<file path="src/rtl/uart_tx_feeder.sv">
// Byte FIFO plus pacing FSM feeding uart_tx: one send pulse per byte, spaced
// by a full 10-bit frame plus an idle gap because uart_tx reports no busy.
module uart_tx_feeder #(
  parameter int DEPTH        = 16,
  parameter int CLKS_PER_BIT = 868,
  parameter int SEND_CYCLES  = 10,
  parameter int GAP_CYCLES   = 16
) (
  input  logic                     clk,
  input  logic                     rst,
  input  logic                     wr_en_i,
  input  logic [7:0]               wr_data_i,
  output logic                     full_o,
  output logic                     empty_o,
  output logic [$clog2(DEPTH):0]   count_o,
  output logic                     overflow_o,
  output logic                     tx_send_o,
  output logic [7:0]               tx_data_o,
  output logic                     busy_o
);

  localparam int AW           = $clog2(DEPTH);
  localparam int FRAME_CYCLES = 10 * CLKS_PER_BIT + GAP_CYCLES;
  localparam int TMAX         = (FRAME_CYCLES > SEND_CYCLES) ? FRAME_CYCLES : SEND_CYCLES;
  localparam int TW           = $clog2(TMAX + 1);

  localparam logic [TW-1:0] SEND_LOAD  = TW'(SEND_CYCLES - 1);
  localparam logic [TW-1:0] FRAME_LOAD = TW'(FRAME_CYCLES - 1);
  localparam logic [TW-1:0] TIMER_ONE  = TW'(1);
  localparam logic [TW-1:0] TIMER_ZERO = TW'(0);
  localparam logic [AW:0]   DEPTH_C    = (AW + 1)'(DEPTH);
  localparam logic [AW:0]   COUNT_ZERO = (AW + 1)'(0);
  localparam logic [AW-1:0] PTR_ONE    = AW'(1);

  typedef enum logic [1:0] {
    ST_IDLE = 2'd0,
    ST_SEND = 2'd1,
    ST_WAIT = 2'd2
  } state_t;

  state_t          r_state;
  state_t          w_state_nxt;
  logic [TW-1:0]   r_timer;
  logic [TW-1:0]   w_timer_nxt;
  logic            w_pop;
  logic            w_push;
  logic            w_nonempty;
  logic [AW:0]     w_count_nxt;

  logic [7:0]      r_mem [DEPTH];
  logic [AW-1:0]   r_rd_ptr;
  logic [AW-1:0]   r_wr_ptr;
  logic [AW:0]     r_count;
  logic            r_full;
  logic            r_empty;
  logic            r_overflow;
  logic            r_tx_send;
  logic [7:0]      r_tx_data;
  logic            r_busy;

  assign w_nonempty = (r_count != COUNT_ZERO);

  // Next-state, timer reload and pop decision
  always_comb begin
    w_state_nxt = r_state;
    w_timer_nxt = r_timer;
    w_pop       = 1'b0;
    case (r_state)
      ST_IDLE: begin
        if (w_nonempty) begin
          w_pop       = 1'b1;
          w_timer_nxt = SEND_LOAD;
          w_state_nxt = ST_SEND;
        end else begin
          w_state_nxt = ST_IDLE;
        end
      end
      ST_SEND: begin
        if (r_timer == TIMER_ZERO) begin
          w_timer_nxt = FRAME_LOAD;
          w_state_nxt = ST_WAIT;
        end else begin
          w_timer_nxt = r_timer - TIMER_ONE;
        end
      end
      ST_WAIT: begin
        if (r_timer != TIMER_ZERO) begin
          w_timer_nxt = r_timer - TIMER_ONE;
        end else if (w_nonempty) begin
          // Chain straight into the next send so slots stay exactly one frame apart
          w_pop       = 1'b1;
          w_timer_nxt = SEND_LOAD;
          w_state_nxt = ST_SEND;
        end else begin
          w_state_nxt = ST_IDLE;
        end
      end
      default: begin
        w_timer_nxt = TIMER_ZERO;
        w_state_nxt = ST_IDLE;
      end
    endcase
  end

  // A pop on this edge frees a slot, so a full FIFO can still accept a write
  always_comb begin
    w_push      = wr_en_i && ((r_count != DEPTH_C) || w_pop);
    w_count_nxt = r_count + {{AW{1'b0}}, w_push} - {{AW{1'b0}}, w_pop};
  end

  // FSM state and timer
  always_ff @(posedge clk) begin
    if (rst) begin
      r_state <= ST_IDLE;
      r_timer <= TIMER_ZERO;
    end else begin
      r_state <= w_state_nxt;
      r_timer <= w_timer_nxt;
    end
  end

  // FIFO storage
  always_ff @(posedge clk) begin
    if (w_push) begin
      r_mem[r_wr_ptr] <= wr_data_i;
    end
  end

  // FIFO pointers, occupancy and status flags
  always_ff @(posedge clk) begin
    if (rst) begin
      r_rd_ptr   <= '0;
      r_wr_ptr   <= '0;
      r_count    <= COUNT_ZERO;
      r_full     <= 1'b0;
      r_empty    <= 1'b1;
      r_overflow <= 1'b0;
    end else begin
      if (w_pop) begin
        r_rd_ptr <= r_rd_ptr + PTR_ONE;
      end
      if (w_push) begin
        r_wr_ptr <= r_wr_ptr + PTR_ONE;
      end
      r_count    <= w_count_nxt;
      r_full     <= (w_count_nxt == DEPTH_C);
      r_empty    <= (w_count_nxt == COUNT_ZERO);
      r_overflow <= wr_en_i && !w_push;
    end
  end

  // Registered uart_tx drive and busy indication
  always_ff @(posedge clk) begin
    if (rst) begin
      r_tx_send <= 1'b0;
      r_tx_data <= 8'h00;
      r_busy    <= 1'b0;
    end else begin
      r_tx_send <= (w_state_nxt == ST_SEND);
      r_busy    <= (w_state_nxt != ST_IDLE);
      if (w_pop) begin
        r_tx_data <= r_mem[r_rd_ptr];
      end
    end
  end

  assign full_o     = r_full;
  assign empty_o    = r_empty;
  assign count_o    = r_count;
  assign overflow_o = r_overflow;
  assign tx_send_o  = r_tx_send;
  assign tx_data_o  = r_tx_data;
  assign busy_o     = r_busy;

endmodule

</file>
<file path="config.mk">
export PLATFORM = sky130hd
export DESIGN_NAME = uart_tx_feeder
export DESIGN_NICKNAME = d
export VERILOG_FILES = /design/src/rtl/uart_tx_feeder.sv
export SDC_FILE = /design/constraint.sdc
export NUM_CORES = 1
export LEC_CHECK = 0
export CORE_UTILIZATION = 37
export CTS_BUF_LIST = sky130_fd_sc_hd__clkbuf_8
export DETAILED_ROUTE_END_ITERATION = 10
export GPL_TIMING_DRIVEN = 0
export PLACE_DENSITY = 0.59
export SETUP_SLACK_MARGIN = 0.1
export SLEW_MARGIN = 10
export SYNTH_ARGS = -nofsm -noshare
export SYNTH_HDL_FRONTEND = slang
export SYNTH_SLANG_ARGS = --single-unit
</file>
<file path="constraint.sdc">
create_clock -name clk -period 7.6 [get_ports clk]
set_clock_uncertainty 0.15 [all_clocks]
set_input_delay 1.14 -clock clk [delete_from_list [all_inputs] [get_ports clk]]
set_output_delay 1.14 -clock clk [all_outputs]
set_load 0.02 [all_outputs]
</file>
Yosys cells after proc, flatten, opt, wreduce, memory -nomap -nowiden

Memory sizes are Yosys's and may differ from the RTL's. A register that Yosys moved wholly into a read port is not among the register bits.
Cells that the tools add are included.

Register bits: 34
RAM bits: 128
Input port bits: 11
Output and inout port bits: 18
Word-level logic and storage cells: 44
Memories: 1

Add/sub/neg operators: 5
Equality and inequality tests: 5
Muxes and demuxes: 13
Reductions and logical operators: 10

Memories:

| memory | depth | width | read ports | clocked after Yosys merged registers in | write ports | line | source |
|---|---|---|---|---|---|---|---|
| r_mem  | 16    | 8     | 1          | 1                                       | 1           | 50   | `logic [7:0] r_mem [DEPTH];` |

Operator list:

| kind                                                | count |
|---|---|
| 2-to-1 mux 14 bit                                   | 3 |
| case mux 14 bit (3 select lines)                    | 1 |
| logical NOT 14 bit                                  | 1 |
| nonzero test 14 bit                                 | 1 |
| subtractor 14 x 1 -> 14 bit (second input constant) | 1 |
| adder 4 x 1 -> 4 bit (second input constant)        | 2 |
| case mux 2 bit (3 select lines)                     | 1 |
| adder 5 x 1 -> 5 bit                                | 1 |
| == test 5 bit (second input constant)               | 1 |
| logical NOT 5 bit                                   | 1 |
| 2-to-1 mux 1 bit                                    | 5 |
| inequality test 5 bit (second input constant)       | 1 |
| nonzero test 5 bit                                  | 1 |
| subtractor 5 x 1 -> 5 bit                           | 1 |
| == test 2 x 1 -> 1 bit (second input constant)      | 2 |
| 2-to-1 mux 2 bit                                    | 2 |
| == test 2 bit (second input constant)               | 1 |
| logical AND 1 bit                                   | 2 |
| logical NOT 2 bit                                   | 1 |
| case mux 1 bit (2 select lines)                     | 1 |
| nonzero test 2 bit                                  | 1 |
| logical NOT 1 bit                                   | 1 |
| logical OR 1 bit                                    | 1 |

Longest topological paths before layout

Gate-level depths: netlist (run 1).

Word-level depth: 9
Depth in mapped cells: 15

Worst setup path after synthesis (run 1)

OpenSTA, ideal clock, no wires.

Kind: register to register
Start: register r_timer[0]
End: register r_empty (netlist: empty_o)
Library setup time: 0.070 ns
Arrival: 2.896 ns
Data required time: 7.380 ns
Setup slack: 4.484 ns
Stages on the path, launching flop included: 16
Path buffers: 1
Clock period less this slack: 3.116 ns
Path through: dfxtp_1 -> inv_1 -> ha_1 -> nor4b_2 -> nand4_4 -> a21o_1 -> clkbuf_1 -> nand3_1 -> nand2_1 -> ha_1 -> fa_1 -> a21oi_1 -> o21bai_1 -> xnor2_1 -> nor2_1 -> a21oi_1

Word-level cells in the longest chain between the ends: 8

Ends and longest elaborated chain:

| what                                | line | source |
|---|---|---|
| start: declaration                  | 43   | `logic [TW-1:0] r_timer;` |
| start signal: assignment            | 118  | `r_timer <= w_timer_nxt;` |
| nonzero test 14 bit (*)             | 87   | `if (r_timer != TIMER_ZERO) begin` |
| 2-to-1 mux 1 bit (*)                | 87   |  |
| case mux 1 bit (2 select lines) (*) | 68   | `case (r_state)` |
| logical OR 1 bit                    | 107  | `w_push = wr_en_i && ((r_count != DEPTH_C) \|\| w_pop);` |
| logical AND 1 bit                   | 107  |  |
| adder 5 x 1 -> 5 bit                | 108  | `w_count_nxt = r_count + {{AW{1'b0}}, w_push} - {{AW{1'b0}}, w_pop};` |
| subtractor 5 x 1 -> 5 bit (*)       | 108  |  |
| logical NOT 5 bit (*)               | 147  | `r_empty <= (w_count_nxt == COUNT_ZERO);` |
| end signal: assignment              | 147  |  |
| end: declaration                    | 55   | `logic r_empty;` |

Mark *: on every way between the ends. The rest lies on a longest branch, timed or not.
A chain may end at the register's enable or synchronous reset.

Worst setup path in the final report (run 1)

Ends and elaborated chain as after synthesis.

==> results.json, run 1 <==
{
  "synth_seq_cells": 170,
  "crit_buf_inv": 2,
  "crit_fanout": 10,
  "setup.worst_path.end_class": "flip-flop",
  "syn_nets": 506,
  "wl_met1_mm": 6.773,
  "vias": 4189,
  "final_cell_mix": "128 x edfxtp_1, 44 x nand2_1, 42 x dfxtp_1, 40 x nor2_1, 32 x mux4_2",
  "core_area_sq_um": 18710,
  "fillers": 1668,
  "path_class": "flip-flop to flip-flop",
  "startpoint": "r_timer[0]$_SDFF_PP0_",
  "initial_core_util_pct": 37.79,
  "max_stage_delay_ns": 0.46,
  "highest_layer": "met4",
  "ant_nets": 0,
  "viasPerCell": 5.405,
  "outcome": "finished clean",
  "port_buffers": 27,
  "ys_types": 48,
  "synth.avg_cell_area_sq_um": 14.64,
  "gp_congestion": 0.8517,
  "cts_max_level": 4,
  "setup_viol": 0,
  "grt_pass1_wl_mm": 23.34,
  "grt_max_degree": 17,
  "rsz0062_at_grt": "false",
  "required_ns": 7.83,
  "hold_violations": 0,
  "postRouteWirelength_mm": 14.80,
  "hold_path.startpoint": "tx_data_o[5]$_SDFFE_PP0N_",
  "wl_per_cell_microns": 19.10,
  "drt_iter0_drc": 407,
  "dp_slack_ns": 3.592,
  "hpwlAfterDp_mm": 10.06,
  "cts_buffer_depth": 2,
  "rows": 50,
  "setup_tns_ns": 0,
  "antennaDiodeCount": 0,
  "cts_sinks": 170,
  "slew_violations": 0,
  "hold_class": "flip-flop to flip-flop",
  "cts_hold_buffers": 0,
  "multi_input_area_sq_um": 2263,
  "whs_ns": 0.3075,
  "final_common_cell": "edfxtp_1",
  "slowest_stage": "nor4b_2",
  "layout.nets": 552,
  "synth_edf_count": 128,
  "fin_ws_ns": 3.890,
  "tightest_slew_ns": 0.8175,
  "powerDensity_nw_per_um2": 358.5,
  "ctsResizeCount": 0,
  "ios": 29,
  "crit_family": "simple AND/OR/NAND/NOR gates",
  "cp-start-kind": "flip-flop",
  "clk_latency_ns": 0.45,
  "yosysSeqAreaShare_pct": 66.27,
  "grt_antenna_before_repair": 0,
  "period_share_pct": 48.82,
  "r2r_setup_slack_ns": 3.89,
  "syn-cell-area_sq_um": 7069,
  "cts-buffers-inserted": 17,
  "max-cap-violations": 0,
  "tritoncts": "done",
  "r2r-start": "r_timer[0]$_SDFF_PP0_",
  "chipWidth_microns": 140.2,
  "drive_gt1_share_pct": 15.16,
  "syn_inst": 483,
  "async_flop_share_pct": 0,
  "dr.pass1.iters": 5,
  "dieHeight_microns": 140.2,
  "ff_latch_area_sq_um": 4684,
  "cp_data_arrival_time_ns": 3.94,
  "slew_headroom_pct": 45.30,
  "worstPathCellList": "inv_1 > ha_1 > nor4b_2 > nand4_4 > a21o_1 > clkbuf_1 > nand3_1 > nand2_1 > ha_1 > fa_1 > a21oi_1 > o21bai_1 > xnor2_1 > nor2_1 > a21oi_1",
  "clkTransAtPathRegs_ns": 0.09,
  "synthFlopType": "edfxtp_1",
  "ys_warn_count": 0,
  "route.detailed.drc": 0,
  "track_usage_pct": 16.07,
  "grt_pass1_vias": 4154,
  "fmax_mhz": 269.5,
  "p_leak_nw": 2.610,
  "final.min_clock_period_ns": 3.710,
  "area_delta_synth_final_pct": 14.16,
  "wl_met3_microns": 856,
  "cts_root_buf": "clkbuf_8",
  "post_cts_buffers": 0,
  "grt-ovfl-total": 0,
  "ir_drop_mv": 0.1801,
  "dieArea_sq_um": 19660,
  "dr_wl_met2_mm": 6.940
}
==> synthesized netlist by cell type (2+ instances only) <==
master	instances	share of area [%]
o2111ai_1	2	0.25
a311oi_1	7	0.87
xnor2_1	8	0.99
edfxtp_1	128	54
nor3b_1	3	0.32
nor4_1	3	0.27
inv_1	11	0.58
a21oi_1	29	2.1
nand3_1	11	0.78
or3_1	3	0.27
nor4b_2	3	0.64
and2_1	4	0.35
mux4_2	32	10
ha_1	11	1.9
a21o_1	3	0.32
nor3_1	13	0.92
clkbuf_1	12	0.64
a22oi_1	18	1.9
nand2b_1	3	0.27
nand4_1	4	0.35
dfxtp_1	42	12
nor2_1	40	2.1
xor2_1	3	0.37
nor2b_1	5	0.44
a31oi_1	3	0.27
buf_1	4	0.21
buf_2	8	0.57
nand2_1	44	2.3
o21ai_0	7	0.50
==> power breakdown <==
part | leakage, nW | internal [mW] | total (mW) | switching (mW)
sequential | 1.50 | 1.08 | 1.16 | 0.0738
combinational | 0.897 | 0.438 | 1.06 | 0.619
clock | 0.212 | 0.333 | 0.678 | 0.345
total | 2.61 | 1.86 | 2.89 | 1.04
==> registers in the layout (all words and copies together) (netlist names) <==
signal,flops
busy_o,1
r_timer,14
r_state,2
full_o,1
overflow_o,1
r_rd_ptr,4
tx_send_o,1
empty_o,1
tx_data_o,8
count_o,5
r_mem,128
r_wr_ptr,4
==> stage by stage <==
| step | util, % | area, sq um | power, mW | instances |
|---|---|---|---|---|
| 6_report | 43.14 | 8070 | 2.893 | 775 |
| 5_1_grt | 43.14 | 8070 | 3.071 | 775 |
| 4_1_cts | 43.09 | 8060 | 2.908 | 775 |
| 3_3_place_gp | 40.80 | 7632 | 2.211 | 744 |
| 2_1_floorplan | - | 7069 | 1.937 | 483 |
| 3_5_place_dp | 40.86 | 7642 | 2.232 | 744 |
==> worst min-delay path, stage by stage (launching register included) <==
cell and delay, ns:
dfxtp_1 0.31, nand2_1 0.05, a21oi_1 0.05
==> final timing paths <==
check / end / cells after the start
max: empty_o$_SDFF_PP1_ / 15
min reg2reg: tx_data_o[5]$_SDFFE_PP0N_ / 2
max reg2reg: empty_o$_SDFF_PP1_ / 15
min: tx_data_o[5]$_SDFFE_PP0N_ / 2
==> kinds of logic after synthesis <==
group	synth area share [%]
compound gates	7.540
mux	10.50
simple gates	10.11
buf+inv	2.000
fa+ha+maj	2.230
xor+xnor	1.363
flops	66.27
==> per-layer routing <==
| layer | GRT usage, % | vias up |
|---|---|---|
| li1 | - | 1962 |
| met1 | 22.53 | 2071 |
| met2 | 25.05 | 141 |
| met3 | 3.282 | 15 |
| met4 | 5.205 | 0 |
| met5 | 0 | - |
==> final cells by class <==
class / count / share of cell area (%)
Multi-Input combinational cell: 278 / 28.05
Timing Repair Buffer: 27 / 3.349
Clock inverter: 14 / 2.279
Clock buffer: 17 / 2.899
Buffer: 24 / 1.240
Inverter: 11 / 0.5116
Tap cell: 234 / 3.628
Sequential cell: 170 / 58.05
Note: power is estimated with default switching activity, not from simulation.
==> run 2, diff against run 1 <==
--- a/config.mk
+++ b/config.mk
@@ -9,7 +9,7 @@
 export CTS_BUF_LIST = sky130_fd_sc_hd__clkbuf_8
 export DETAILED_ROUTE_END_ITERATION = 10
 export GPL_TIMING_DRIVEN = 0
-export PLACE_DENSITY = 0.59
+export PLACE_DENSITY = 0.61
 export SETUP_SLACK_MARGIN = 0.1
 export SLEW_MARGIN = 10
 export SYNTH_ARGS = -nofsm -noshare
==> constraint.sdc (replaced) <==
create_clock -name clk -period 3.4 [get_ports clk]
set_clock_uncertainty 0.15 [all_clocks]
set_input_delay 0.51 -clock clk [delete_from_list [all_inputs] [get_ports clk]]
set_output_delay 0.51 -clock clk [all_outputs]
set_load 0.02 [all_outputs]
==> results.json, run 2 (synthesis results as in run 1) <==
{
  "grt_max_degree": 17,
  "ff_latch_area_sq_um": 4686,
  "outcome": "finished clean",
  "required_ns": 3.65,
  "slew_violations": 0,
  "cp-start-kind": "flip-flop",
  "switching_share_pct": 35.42,
  "viasPerCell": 5.496,
  "final_cell_area_sq_um": 8132,
  "rsz0062_at_grt": "false",
  "fmax_mhz": 324.7,
  "antennaDiodeCount": 0,
  "power_frac_clock_pct": 22.6,
  "tritoncts": "done",
  "drive_gt1_share_pct": 16.67,
  "hold_class": "input pin to flip-flop",
  "dieHeight_microns": 140.2,
  "final_common_cell": "edfxtp_1",
  "grt-ovfl-total": 0,
  "grt_antenna_before_repair": 0,
  "fin_ws_ns": 0.3206,
  "p_int_mw": 4.249,
  "cp_data_arrival_time_ns": 3.33,
  "ios": 29,
  "slew_headroom_pct": 43.66,
  "setup_viol": 0,
  "track_usage_pct": 16.27,
  "max-cap-violations": 0,
  "ant_nets": 0,
  "wl_per_cell_microns": 19.03,
  "grt_pass1_wl_mm": 23.63,
  "rows": 50,
  "cts_buffer_depth": 2,
  "path_class": "flip-flop to flip-flop",
  "hpwlAfterDp_mm": 9.838,
  "powerDensity_nw_per_um2": 809.2,
  "multi_input_area_sq_um": 2296,
  "p_sw_mw": 2.331,
  "cts_max_level": 4,
  "ir_drop_mv": 0.5577,
  "period_share_pct": 90.57,
  "clk_latency_ns": 0.46,
  "regMostFlops": "r_mem",
  "p_leak_nw": 2.642,
  "hold_violations": 0,
  "final.min_clock_period_ns": 3.079,
  "crit_fanout": 10,
  "chipWidth_microns": 140.2,
  "cts_hold_buffers": 0,
  "layout.nets": 557,
  "pwr-share-seq_pct": 39.5,
  "dr.pass1.iters": 5,
  "setup.worst_path.end_class": "flip-flop",
  "vias": 4287,
  "initial_core_util_pct": 37.79,
  "area_delta_synth_final_pct": 15.03,
  "combPwrFrac_pct": 37.9,
  "tightest_slew_ns": 0.8420,
  "grt_pass1_vias": 4256,
  "port_buffers": 27,
  "cts_sinks": 170,
  "fillers": 1629,
  "final_cell_mix": "128 x edfxtp_1, 44 x nand2_1, 41 x dfxtp_1, 40 x nor2_1, 32 x mux4_2",
  "dp_slack_ns": -0.2334,
  "largest_register_ffs": 128,
  "cts-buffers-inserted": 17,
  "cts_root_buf": "clkbuf_8",
  "core_area_sq_um": 18710,
  "route.detailed.drc": 0,
  "postPlaceCellArea_sq_um": 7652,
  "dieArea_sq_um": 19660,
  "postRouteWirelength_mm": 14.84,
  "drt_iter0_drc": 387,
  "clkTransAtPathRegs_ns": 0.09,
  "gp_congestion": 0.8273
}
## run 2: layer usage
| metal | part of all wire [%] | GRT usage [%] | wire length [microns] | up-vias |
|---|---|---|---|---|
| met1 | 43 | 21.82 | 6451 | 2129 |
| li1 | - | - | - | 1970 |
| met4 | 1.8 | 6.651 | 263 | 0 |
| met2 | 48 | 25.63 | 7187 | 163 |
| met5 | 0 | 0 | 0 | - |
| met3 | 6.3 | 3.658 | 939 | 25 |
## run 2: layout make-up
cell class / count / area share, %
plain buffers: 24 / 1.277
clock buffers: 17 / 2.877
clock inverters: 14 / 2.093
inverters: 11 / 0.5078
multi-input cells: 278 / 28.24
flip-flops and latches: 170 / 57.62
well taps: 234 / 3.601
repair buffers: 32 / 3.785
## run 2: power by group through the flow
| stage | Sequential, mW | Clock, mW | Combinational [mW] |
|---|---|---|---|
| final | 2.60 | 1.49 | 2.49 |
| after global routing | 2.63 | 1.58 | 2.76 |
| after CTS | 2.59 | 1.51 | 2.40 |
| after detailed placement | 2.64 | 0 | 2.33 |
| after global placement | 2.63 | 0 | 2.29 |
| after floorplan | 2.68 | 0 | 1.65 |
## run 2: path summary, 6_finish.rpt
| kind | to | slack [ns] | start | cells after the start |
|---|---|---|---|---|
| worst max-delay path | empty_o$_SDFF_PP1_ | 0.32 | r_timer[0]$_SDFF_PP0_ | 15 |
| worst min-delay path | count_o[0]$_SDFF_PP0_ | 0.28 | rst | 2 |
| worst max register to register | empty_o$_SDFF_PP1_ | 0.32 | r_timer[0]$_SDFF_PP0_ | 15 |
| worst min register to register | tx_data_o[6]$_SDFFE_PP0N_ | 0.31 | tx_data_o[6]$_SDFFE_PP0N_ | 2 |
## run 2: critical path: stages (launching register included)
cell	delay (ns)
dfxtp_2	0.37
inv_1	0.10
ha_4	0.19
nor4b_4	0.31
nand4_4	0.15
a21o_1	0.20
clkbuf_4	0.19
nand3_1	0.09
nand2_1	0.06
ha_1	0.21
fa_2	0.37
a21oi_1	0.16
o21bai_1	0.09
xnor2_1	0.18
nor2_1	0.08
a21oi_1	0.13
## run 2: stage by stage
stage | utilization (%) | hold slack [ns] | TNS, ns | cells | total power, mW
2_1_floorplan | - | 0.3232 | 0 | 483 | 4.329
3_5_place_dp | 40.91 | 0.2957 | -0.5901 | 744 | 4.971
4_1_cts | 43.23 | 0.2436 | 0 | 777 | 6.505
5_1_grt | 43.47 | 0.2843 | 0 | 780 | 6.969
3_3_place_gp | 40.80 | 0.3083 | -3.308 | 744 | 4.921
6_report | 43.47 | 0.2827 | 0 | 780 | 6.580
## run 2: timing repair
action,4_1_cts,5_1_grt
setup endpoints to repair,4,3
pin swaps,1,3
gates resized for setup,4,4
buffers inserted,2,3
==> run 3, diff against run 2 <==
--- a/config.mk
+++ b/config.mk
@@ -5,6 +5,7 @@
 export SDC_FILE = /design/constraint.sdc
 export NUM_CORES = 1
 export LEC_CHECK = 0
+export CORE_ASPECT_RATIO = 2
 export CORE_UTILIZATION = 37
 export CTS_BUF_LIST = sky130_fd_sc_hd__clkbuf_8
 export DETAILED_ROUTE_END_ITERATION = 10
==> results.json, run 3 (synthesis results as in run 1) <==
{
  "outcome": "finished clean",
  "fmax_mhz": 317.5,
  "ir_drop_mv": 0.2748,
  "slew_violations": 0,
  "drt_iter0_drc": 182,
  "max-cap-violations": 0,
  "clk_latency_ns": 0.46,
  "final_common_cell": "edfxtp_1",
  "hold_violations": 0,
  "initial_core_util_pct": 37.71,
  "max_stage_delay_ns": 0.46,
  "setup_viol": 0,
  "required_ns": 3.62,
  "powerDensity_nw_per_um2": 803.9,
  "grt_pass1_vias": 4546,
  "regMostFlops": "r_mem",
  "wl_met1_mm": 5.412,
  "cts_buffer_depth": 2,
  "chipWidth_microns": 99.74,
  "path_class": "flip-flop to flip-flop",
  "tritoncts": "done",
  "wl_per_cell_microns": 19.95,
  "area_delta_synth_final_pct": 15.43,
  "slowest_stage": "nor3_1",
  "setup_tns_ns": 0,
  "crit_fanout": 10,
  "ios": 29,
  "layout.nets": 561,
  "setup.worst_path.end_class": "flip-flop",
  "core_area_sq_um": 18740,
  "postPlaceCellArea_sq_um": 7659,
  "crit_family": "simple AND/OR/NAND/NOR gates",
  "cp_data_arrival_time_ns": 3.37,
  "crit_buf_inv": 3,
  "tightest_slew_ns": 1.224,
  "highest_layer": "met4",
  "grt_antenna_before_repair": 0,
  "dr.pass1.iters": 6,
  "p_leak_nw": 2.639,
  "dieArea_sq_um": 19700,
  "cts_max_level": 4,
  "vias": 4211,
  "viasPerCell": 5.225,
  "rsz0062_at_grt": "true",
  "final.min_clock_period_ns": 3.150,
  "dr_wl_met2_mm": 9.328,
  "antennaDiodeCount": 0,
  "wl_met3_microns": 384,
  "grt-ovfl-total": 0,
  "gp_congestion": 0.9229,
  "final_cell_mix": "128 x edfxtp_1, 44 x nand2_1, 40 x nor2_1, 40 x dfxtp_1, 32 x mux4_2",
  "fillers": 1668,
  "final_cell_area_sq_um": 8160,
  "hold_class": "input pin to flip-flop",
  "slew_headroom_pct": 17.75,
  "worstPathCellList": "buf_2 > nor3_1 > nand4_4 > a21o_1 > buf_6 > nand3_1 > nand2_1 > ha_2 > fa_2 > buf_4 > xnor2_1 > nand3_1 > nor3_1",
  "ant_nets": 0,
  "grt_pass1_wl_mm": 25.04,
  "largest_register_ffs": 128,
  "period_share_pct": 92.64,
  "rows": 71,
  "route.detailed.drc": 0,
  "hpwlAfterDp_mm": 12.04,
  "port_buffers": 27,
  "postRouteWirelength_mm": 16.08,
  "dieHeight_microns": 197.5,
  "cts_root_buf": "clkbuf_8",
  "grt_max_degree": 17,
  "cp-start-kind": "flip-flop",
  "clkTransAtPathRegs_ns": 0.10,
  "cts_sinks": 170,
  "drive_gt1_share_pct": 18.51,
  "cts-buffers-inserted": 17,
  "track_usage_pct": 17.59
}
## run 3: changes by cell type in the layout (fill, tap and decap cells not counted), sizes merged
cell      previous run  this run
clkinvlp             2         1
inv                 18        16
clkinv               2         9
buf                 17        21
bufinv               3         0
## run 3: metal layers
layer / GRT usage (%) / vias up
li1: - / 1977
met1: 15.88 / 2085
met2: 34.10 / 104
met3: 3.220 / 45
met4: 12.04 / 0
met5: 0 / -
## run 3: final cells by class
class	count	area, sq um	share of cell area (%)
Clock buffer	17	234.0	2.867
Sequential cell	170	4692	57.50
Multi-Input combinational cell	278	2306	28.26
Buffer	24	110.1	1.349
Timing Repair Buffer	36	337.8	4.140
Inverter	11	41.29	0.5060
Tap cell	255	319.1	3.910
Clock inverter	15	120.1	1.472
## run 3: stage by stage
stage | hold WS [ns] | utilization, % | instances | power (mW) | setup slack (ns)
after floorplan | 0.3232 | - | 483 | 4.329 | 0.2840
after global placement | 0.3182 | 40.86 | 765 | 5.031 | -0.3119
after detailed placement | 0.3163 | 40.86 | 765 | 5.073 | -0.3809
after CTS | 0.2473 | 43.01 | 799 | 6.477 | 0.1026
after global routing | 0.2916 | 43.54 | 806 | 6.931 | 0.07622
final | 0.2715 | 43.54 | 806 | 6.560 | 0.2504
## run 3: final timing paths
check	startpoint	end	slack, ns	cells after the start
min	rst	count_o[0]$_SDFF_PP0_	0.27	2
min reg2reg	tx_data_o[3]$_SDFFE_PP0N_	tx_data_o[3]$_SDFFE_PP0N_	0.33	2
max reg2reg	r_state[0]$_SDFF_PP0_	full_o$_SDFF_PP0_	0.25	13
max	r_state[0]$_SDFF_PP0_	full_o$_SDFF_PP0_	0.25	13
## run 3: what timing repair did
action	in CTS	in global routing
endpoints found under the setup margin	38	19
gates resized for setup	7	13
hold buffers	0	0
pin swaps	3	8
buffers inserted	2	7
## run 3: power breakdown
| part | switching, mW | internal (mW) | leakage (nW) |
|---|---|---|---|
| combinational | 1.50 | 1.15 | 0.952 |
| sequential | 0.174 | 2.43 | 1.50 |
| clock | 0.778 | 0.521 | 0.185 |
## run 3: worst register-to-register path, stage by stage (launching register included)
cell and delay [ns]:
dfxtp_1 0.30, buf_2 0.18, nor3_1 0.46, nand4_4 0.19, a21o_1 0.24, buf_6 0.15
nand3_1 0.08, nand2_1 0.06, ha_2 0.19, fa_2 0.40, buf_4 0.14, xnor2_1 0.19
nand3_1 0.14, nor3_1 0.19
